### config.mk
export PLATFORM = sky130hd
export DESIGN_NAME = vga_timing_driver
export DESIGN_NICKNAME = d
export VERILOG_FILES = /design/src/rtl/vga_timing_driver.sv
export SDC_FILE = /design/constraint.sdc
export NUM_CORES = 1
export LEC_CHECK = 0
export ABC_AREA = 0
export ABC_CLOCK_PERIOD_IN_PS = 1600
export BUFFER_PORTS_ARGS = -buffer_cell sky130_fd_sc_hd__buf_2
export CAP_MARGIN = 40
export CORE_MARGIN = 2
export CORE_UTILIZATION = 46
export CTS_CLUSTER_DIAMETER = 200
export DETAILED_ROUTE_END_ITERATION = 16
export PLACE_DENSITY = 0.75
export SYNTH_ARGS = -nofsm -noshare
export SYNTH_HDL_FRONTEND = slang
export SYNTH_SLANG_ARGS = --single-unit
### constraint.sdc
create_clock -name VGA_CLK -period 1.6 [get_ports VGA_CLK]
set_clock_uncertainty 0.05 [all_clocks]
set_input_delay 0.08 -clock VGA_CLK [delete_from_list [all_inputs] [get_ports VGA_CLK]]
set_output_delay 0.08 -clock VGA_CLK [all_outputs]
set_load 0.05 [all_outputs]
### src/rtl/vga_timing_driver.sv
// 640x480@60 VGA timing generator with downscaled (4x4 block) pixel coordinates.
// Sync and blank are delayed to line up with the color returned by the pixel pipeline.
module vga_timing_driver #(
    parameter int H_VISIBLE  = 640,
    parameter int H_FP       = 16,
    parameter int H_SYNC     = 96,
    parameter int H_BP       = 48,
    parameter int V_VISIBLE  = 480,
    parameter int V_FP       = 10,
    parameter int V_SYNC     = 2,
    parameter int V_BP       = 33,
    parameter int PIPE_DELAY = 2
) (
    input  logic       VGA_CLK,
    input  logic       reset,
    input  logic [2:0] color,
    output logic [7:0] xvga,
    output logic [6:0] yvga,
    output logic       VGA_HS,
    output logic       VGA_VS,
    output logic       VGA_BLANK_N,
    output logic [7:0] VGA_R,
    output logic [7:0] VGA_G,
    output logic [7:0] VGA_B,
    output logic       frame_tick
);

    localparam int H_TOTAL = H_VISIBLE + H_FP + H_SYNC + H_BP;
    localparam int V_TOTAL = V_VISIBLE + V_FP + V_SYNC + V_BP;

    localparam logic [9:0] H_LAST     = 10'(H_TOTAL - 1);
    localparam logic [9:0] V_LAST     = 10'(V_TOTAL - 1);
    localparam logic [9:0] H_VIS      = 10'(H_VISIBLE);
    localparam logic [9:0] V_VIS      = 10'(V_VISIBLE);
    localparam logic [9:0] H_SS       = 10'(H_VISIBLE + H_FP);
    localparam logic [9:0] H_SE       = 10'(H_VISIBLE + H_FP + H_SYNC);
    localparam logic [9:0] V_SS       = 10'(V_VISIBLE + V_FP);
    localparam logic [9:0] V_SE       = 10'(V_VISIBLE + V_FP + V_SYNC);

    logic [9:0] hcount;
    logic [9:0] vcount;
    logic       h_vis;
    logic       v_vis;
    logic       active;
    logic       hs_n;
    logic       vs_n;

    logic [PIPE_DELAY-1:0] active_pipe;
    logic [PIPE_DELAY-1:0] hs_pipe;
    logic [PIPE_DELAY-1:0] vs_pipe;
    logic                  active_d;

    // NOTE: sequential state uses non-blocking assignments so every register samples pre-edge values.
    always_ff @(posedge VGA_CLK) begin
        if (reset) begin
            hcount <= '0;
            vcount <= '0;
        end else if (hcount == H_LAST) begin
            hcount <= '0;
            vcount <= (vcount == V_LAST) ? 10'd0 : vcount + 10'd1;
        end else begin
            hcount <= hcount + 10'd1;
        end
    end

    // NOTE: always_comb assigns every output on every path, so no latch can be inferred.
    always_comb begin
        h_vis  = hcount < H_VIS;
        v_vis  = vcount < V_VIS;
        active = h_vis && v_vis;
        hs_n   = !((hcount >= H_SS) && (hcount < H_SE));
        vs_n   = !((vcount >= V_SS) && (vcount < V_SE));
        xvga   = h_vis ? hcount[9:2] : 8'd0;
        yvga   = v_vis ? vcount[8:2] : 7'd0;
    end

    // NOTE: the delay line is reset to idle so no pre-reset timing or color leaks to the pins.
    always_ff @(posedge VGA_CLK) begin
        if (reset) begin
            active_pipe <= '0;
            hs_pipe     <= '1;
            vs_pipe     <= '1;
        end else begin
            active_pipe[0] <= active;
            hs_pipe[0]     <= hs_n;
            vs_pipe[0]     <= vs_n;
            for (int i = 1; i < PIPE_DELAY; i++) begin
                active_pipe[i] <= active_pipe[i-1];
                hs_pipe[i]     <= hs_pipe[i-1];
                vs_pipe[i]     <= vs_pipe[i-1];
            end
        end
    end

    assign active_d = active_pipe[PIPE_DELAY-1];

    // Color is gated by the delayed active, so blanking never shows the input.
    always_ff @(posedge VGA_CLK) begin
        if (reset) begin
            VGA_HS      <= 1'b1;
            VGA_VS      <= 1'b1;
            VGA_BLANK_N <= 1'b0;
            VGA_R       <= 8'h00;
            VGA_G       <= 8'h00;
            VGA_B       <= 8'h00;
            frame_tick  <= 1'b0;
        end else begin
            VGA_HS      <= hs_pipe[PIPE_DELAY-1];
            VGA_VS      <= vs_pipe[PIPE_DELAY-1];
            VGA_BLANK_N <= active_d;
            VGA_R       <= active_d ? {8{color[2]}} : 8'h00;
            VGA_G       <= active_d ? {8{color[1]}} : 8'h00;
            VGA_B       <= active_d ? {8{color[0]}} : 8'h00;
            frame_tick  <= (hcount == 10'd0) && (vcount == V_VIS);
        end
    end

endmodule
==> results of run 1 <==
==> cell families after synthesis <==
group           count (synthesis)
compound gates                 16
xor+xnor                       12
fa+ha+maj                       4
buf+inv                        34
flops                          33
simple gates                   86
==> flip-flops by register name, indices dropped and copies added (netlist names) <==
register	flops
VGA_BLANK_N	1
vs_pipe	2
vcount	10
VGA_G	1
VGA_B	1
VGA_VS	1
VGA_R	1
VGA_HS	1
active_pipe	2
frame_tick	1
hs_pipe	2
hcount	10
==> stage by stage <==
step	total power, W	worst slack, ns
2_1_floorplan	0.000983	0.00963
3_3_place_gp	0.00101	0.0173
3_5_place_dp	0.00101	-0.0140
4_1_cts	0.00162	-0.0311
5_1_grt	0.00167	-0.0960
6_report	0.00161	-0.0117
==> final cells by class <==
type                            count  area, µm²  area share (%)
Clock inverter                      2       10.0           0.448
Clock buffer                        6       72.6            3.25
Multi-Input combinational cell    118        855            38.3
Inverter                            6       22.5            1.01
Sequential cell                    33        669            30.0
Tap cell                           48       60.1            2.69
Timing Repair Buffer               81        544            24.4
==> what timing repair did <==
item | in CTS | in global routing
endpoints found under the hold margin | 3 | 0
hold buffers | 3 | 0
cloned | 0 | 1
endpoints found under the setup margin | 14 | 20
gates resized for setup | 16 | 11
buffers inserted | 1 | 2
pin swaps | 0 | 3
==> worst reg2reg max path, stage by stage, from the launching register on <==
cell and delay [ns]:
dfxtp_2 0.35, ha_4 0.13, and4_1 0.18, buf_6 0.14, nand4_4 0.09, or4_1 0.48
a21oi_1 0.13
==> worst min-delay path by stage <==
stage	startpoint	to	cells past startpoint
CTS	reset	frame_tick$_SDFF_PP0_	3
finish	reset	frame_tick$_SDFF_PP0_	3
floorplan	reset	VGA_BLANK_N$_SDFF_PP0_	1
global placement	color[0]	VGA_B[0]$_SDFF_PP0_	2
global route	reset	frame_tick$_SDFF_PP0_	3
detailed placement	color[1]	VGA_G[0]$_SDFF_PP0_	2
==> cell usage after synthesis (all sizes together) <==
cell type / count / area (µm²)
or3b: 1 / 8.76
or2: 4 / 25.0
nand2: 8 / 30.0
and2: 17 / 108
or4: 6 / 45.0
nor3b: 2 / 15.0
and3b: 1 / 8.76
and4: 2 / 18.8
nor4b: 2 / 17.5
xnor2: 3 / 26.3
and3: 4 / 26.3
nand4: 9 / 77.6
ha: 4 / 50.1
xor2: 9 / 78.8
o31ai: 5 / 37.5
nor2: 17 / 80.1
nor3: 1 / 5.00
buf: 27 / 221
or3: 1 / 6.26
nor4bb: 2 / 20.0
nand3: 6 / 42.5
clkbuf: 1 / 3.75
dfxtp: 33 / 661
o21ai: 3 / 15.0
a21oi: 7 / 35.0
a31oi: 1 / 6.26
inv: 6 / 22.5
nor2b: 3 / 18.8
==> where the power goes <==
part	total [W]	internal [W]	switching, W
combinational	0.000160	0.0000525	0.000108
clock	0.000604	0.000301	0.000303
sequential	0.000843	0.000833	0.00000985
total	0.00161	0.00119	0.000421
==> layer usage <==
metal	share of wire (%)	up-vias
li1	-	730
met1	47	650
met2	46	47
met3	5.8	5
met4	1.9	0
met5	0	-
==> flow_summary_export.csv, run 1 <==
group,metric,value,unit
clock_network,clkTransAtPathRegs,0.07,ns
cells_and_area,final_area,0.00223,mm²
sta,rsz0062_at_grt,"true",
yosys,ys_ff_latch,33,
cells_and_area,fin_nets,254,
yosys,synth.avg_cell_area,9.25,µm²
floorplanning,start_util,47.4,%
worst_setup_path,rrSetupSlack,-0.01,ns
cells_and_area,diodes,0,
floorplanning,die-width,65.0,µm
worst_setup_path,path_buf_inv,1,
worst_setup_path,rr_endpoint,"vcount[9]$_SDFFE_PP0N_",
clock_network,htreeDepth,2,
clock_network,clkLatencyLatePin,0.29,ns
sta,timing.final.crit_share,101,%
worst_setup_path,r2r_cells,6,
cells_and_area,final_common_cell,"buf_2",
cells_and_area,stdcell_count,294,
grt,grt_pass1_vias,1166,
grt,antenna_found_initial,0,
routing,wirelength,3500,µm
yosys,synth_fa_ha_area_share,2.93,%
worst_setup_path,crit_type,"reg2reg",
yosys,synth_top_family_by_area,"simple AND/OR/NAND/NOR gates",
worst_setup_path,cp-startpoint,"hcount[1]$_SDFF_PP0_",
worst_setup_path,crit_chain,"ha_4, and4_1, buf_6, nand4_4, or4_1, a21oi_1",
worst_setup_path,r2r-start,"hcount[1]$_SDFF_PP0_",
pwr,leakagePower,1.00,nW
hold_path,min_path_type,"in2reg",
routing,drc,0,
worst_setup_path,max_stage_delay,0.48,ns
floorplanning,coreArea,0.00361,mm²
routing,vias,1432,
clock_network,clock-sinks,33,
sta,fin_tns_setup,-0.0194,ns
yosys,yosys.area_share.simple,32.3,%
grt,gr-usage-met1,21.4,%
yosys,synth_xor_area_share,6.14,%
routing,drt_pass1_iterations,4,
routing,routed_via_density,4.87,
yosys,ys_seq_area_share,38.6,%
yosys,syn_area,0.00171,mm²
sta,max_freq,620,MHz
floorplanning,rows,22,
clock_network,numCtsBuffers,5,
grt,grt_max_degree,12,
sta,setup_viol,2,
sta,slew_headroom,76.4,%
pwr,power_density,720,mW/mm²
worst_setup_path,crit_family,"simple AND/OR/NAND/NOR gates",
worst_setup_path,worstPathMaxFanout,5,
flow_run,maxCapViolCount,0,
yosys,synth_warnings,0,
routing,drtAntennaViolNets,0,
grt,gr-total-overflow,0,
placement,io_buffer_count,47,
sta,whs,0.0397,ns
worst_setup_path,crit_path_top_delay_cell,"or4_1",
grt,busiest_layer,"met2",
cells_and_area,n_fill_cell,313,
floorplanning,dieArea,0.00422,mm²
sta,tightest_slew,0.354,ns
cells_and_area,mostFrequentLayoutCells,"38 x buf_2, 36 x buf_4, 28 x dfxtp_1",
worst_setup_path,worstSetupPathDepth,6,
routing,avgRoutedWirePerCell,11.9,µm
sta,post-route-min-period,1.61,ns
yosys,ys_types,37,
status,status,"finished with violations",
yosys,postSynthCellCount,185,
grt,grt_pass1_wl,5320,µm
worst_setup_path,startpoint_type,"flop",
floorplanning,pin_count,48,
clock_network,clock_path_buffers,2,
worst_setup_path,cp.required,1.78,ns
grt,grt_util_all_layers,16.8,%
yosys,synth.mux.area_fraction,0,%
cells_and_area,layout-drive-gt1-share,45.1,%
floorplanning,die_h,65.0,µm
placement,place.detailed.hpwl,2480,µm
cells_and_area,final_util,61.9,%
placement,dp_cells,279,
worst_setup_path,crit_arrival,1.79,ns
status,violations,"setup timing",
grt,grt_util_met2,25.5,%
clock_network,cts_tree,"built",
pwr,ir_worst_vdd,0.000435,V
yosys,synthesis.nets,194,
placement,placed_area,0.00202,mm²
cells_and_area,area_delta_synth_final,30.6,%
worst_setup_path,crit_path_end_kind,"flop",
sta,finalHoldViolations,0,
clock_network,ctsRootBufferMaster,"clkbuf_8",
placement,place_congestion,0.768,
sta,maxSlewViolCount,0,
routing,drtIter0Drc,69,
yosys,synth_compound_area_share,5.49,%
sta,timing.final.ws_setup,-0.0117,ns
worst_setup_path,crit_path_end,"vcount[9]$_SDFFE_PP0N_",
grt,use_met3,5.56,%
Note: power is estimated with default switching activity, not from simulation.
==> run 2, diff against run 1 <==
CORE_MARGIN = 1   (was 2)
==> flow_summary_export.csv, run 2 (synthesized netlist as in run 1, its figures left out) <==
group,metric,value,unit
sta,timing.final.ws_setup,-0.0923,ns
worst_setup_path,crit_path_end_kind,"flop",
worst_setup_path,cp-startpoint,"hcount[1]$_SDFF_PP0_",
grt,grt_pass1_wl,6380,µm
sta,finalHoldViolations,0,
clock_network,clock_path_buffers,2,
clock_network,numCtsBuffers,5,
clock_network,clkLatencyLatePin,0.29,ns
floorplanning,pin_count,48,
cells_and_area,diodes,0,
floorplanning,die-width,63.0,µm
pwr,power_density,777,mW/mm²
cells_and_area,fin_nets,255,
status,violations,"setup timing",
hold_path,min_path_type,"in2reg",
clock_network,clkTransAtPathRegs,0.07,ns
sta,max_freq,591,MHz
pwr,leakagePower,1.03,nW
clock_network,ctsRootBufferMaster,"clkbuf_8",
routing,drc,0,
sta,post-route-min-period,1.69,ns
worst_setup_path,crit_arrival,1.81,ns
clock_network,cts_tree,"built",
worst_setup_path,max_stage_delay,0.35,ns
sta,tightest_slew,0.459,ns
status,status,"finished with violations",
worst_setup_path,rr_endpoint,"vcount[7]$_SDFFE_PP0N_",
routing,routed_via_density,5.32,
floorplanning,die_h,63.0,µm
grt,antenna_found_initial,0,
cells_and_area,multi_input_area,872,µm²
cells_and_area,final_util,67.6,%
worst_setup_path,cp.required,1.72,ns
grt,gr-total-overflow,0,
routing,drtAntennaViolNets,0,
clock_network,htreeDepth,2,
worst_setup_path,crit_path_end,"vcount[7]$_SDFFE_PP0N_",
routing,drt_pass1_iterations,4,
cells_and_area,area_delta_synth_final,36.0,%
floorplanning,coreArea,0.00344,mm²
sta,slew_headroom,69.3,%
worst_setup_path,crit_type,"reg2reg",
sta,maxSlewViolCount,0,
placement,io_buffer_count,47,
placement,dp_slack,-0.0265,ns
floorplanning,rows,21,
flow_run,maxCapViolCount,0,
pwr,ir_worst_vdd,0.000546,V
cells_and_area,largestRegisters,"hcount x10, vcount x10",
worst_setup_path,rrSetupSlack,-0.09,ns
worst_setup_path,startpoint_type,"flop",
routing,drtIter0Drc,99,
placement,place_congestion,0.814,
worst_setup_path,crit_path_top_delay_cell,"dfxtp_2",
grt,grt_pass1_vias,1419,
sta,rsz0062_at_grt,"true",
cells_and_area,register_area,668,µm²
floorplanning,dieArea,0.00397,mm²
grt,grt_max_degree,12,
cells_and_area,layout-drive-gt1-share,47.0,%
worst_setup_path,r2r-start,"hcount[1]$_SDFF_PP0_",
routing,avgRoutedWirePerCell,14.4,µm
routing,wirelength,4210,µm
cells_and_area,final_common_cell,"buf_2",
worst_setup_path,crit_chain,"ha_4, and4_1, buf_6, nand4_4, buf_4, o31ai_1, a21oi_1",
worst_setup_path,r2r_cells,7,
routing,vias,1560,
floorplanning,start_util,49.7,%
placement,dp_cells,279,
cells_and_area,stdcell_count,293,
worst_setup_path,worstPathMaxFanout,4,
sta,setup_viol,5,
sta,timing.final.crit_share,106,%
grt,grt_util_all_layers,20.6,%
pwr,totalPowerFinal,0.00181,W
placement,place.detailed.hpwl,2600,µm
clock_network,clock-sinks,33,
cells_and_area,n_fill_cell,262,
cells_and_area,mostFrequentLayoutCells,"35 x buf_2, 33 x buf_4, 27 x dfxtp_1",
[run 2: how the worst min path moves through the flow]
stage                        start                      to  slack, ns  cells after the start
after floorplan              reset  VGA_BLANK_N$_SDFF_PP0_       0.12                      1
after global placement    color[1]     VGA_G[0]$_SDFF_PP0_       0.23                      2
after detailed placement  color[1]     VGA_G[0]$_SDFF_PP0_       0.24                      2
after CTS                    reset   frame_tick$_SDFF_PP0_       0.05                      3
after global routing         reset   frame_tick$_SDFF_PP0_       0.08                      3
final                        reset   frame_tick$_SDFF_PP0_       0.07                      3
[run 2: metal layers]
| layer | share of wire [%] | vias to the layer above | global-route usage (%) | wire length (µm) |
|---|---|---|---|---|
| met1 | 41 | 739 | 24.1 | 1720 |
| met3 | 7.1 | 17 | 4.38 | 297 |
| met4 | 3.1 | 0 | 9.88 | 131 |
| met5 | 0 | - | 0 | 0 |
| li1 | - | 734 | - | - |
| met2 | 49 | 70 | 35.3 | 2070 |
[run 2: what timing repair did]
action,4_1_cts,5_1_grt
setup buffers,1,3
hold endpoints to repair,3,0
gates resized for setup,22,18
pin swaps,0,8
endpoints found under the setup margin,15,22
hold buffers,3,0
[run 2: power breakdown]
part / internal (W) / leakage, nW / total, W / switching, W
logic: 0.0000515 / 0.706 / 0.000158 / 0.000107
registers: 0.000835 / 0.270 / 0.000844 / 0.00000963
clock network: 0.000507 / 0.0585 / 0.000805 / 0.000297
total: 0.00139 / 1.03 / 0.00181 / 0.000414
[run 2: layout make-up]
type                       count  area share, %
timing repair buffer          82           25.3
sequential                    33           28.7
clock inverter                 1           1.29
multi-input combinational    118           37.5
clock buffer                   7           3.71
tap                           46           2.47
inverter                       6          0.968
[run 2: worst max-delay path, delay by kind of cell (launching register included)]
| kind | cells | cell delay [ns] |
|---|---|---|
| simple gates | 2 | 0.29 |
| buf+inv | 2 | 0.31 |
| flops | 1 | 0.35 |
| fa+ha+maj | 1 | 0.13 |
| compound gates | 2 | 0.43 |
[run 2: metrics by stage]
step	area [µm²]	hold WS, ns	setup TNS (ns)
after CTS	2240	0.0511	-0.0778
after floorplan	1730	0.124	0
after global routing	2330	0.0803	-1.02
after detailed placement	2020	0.236	-0.0566
after global placement	2020	0.234	-0.00316
final	2330	0.0657	-0.401
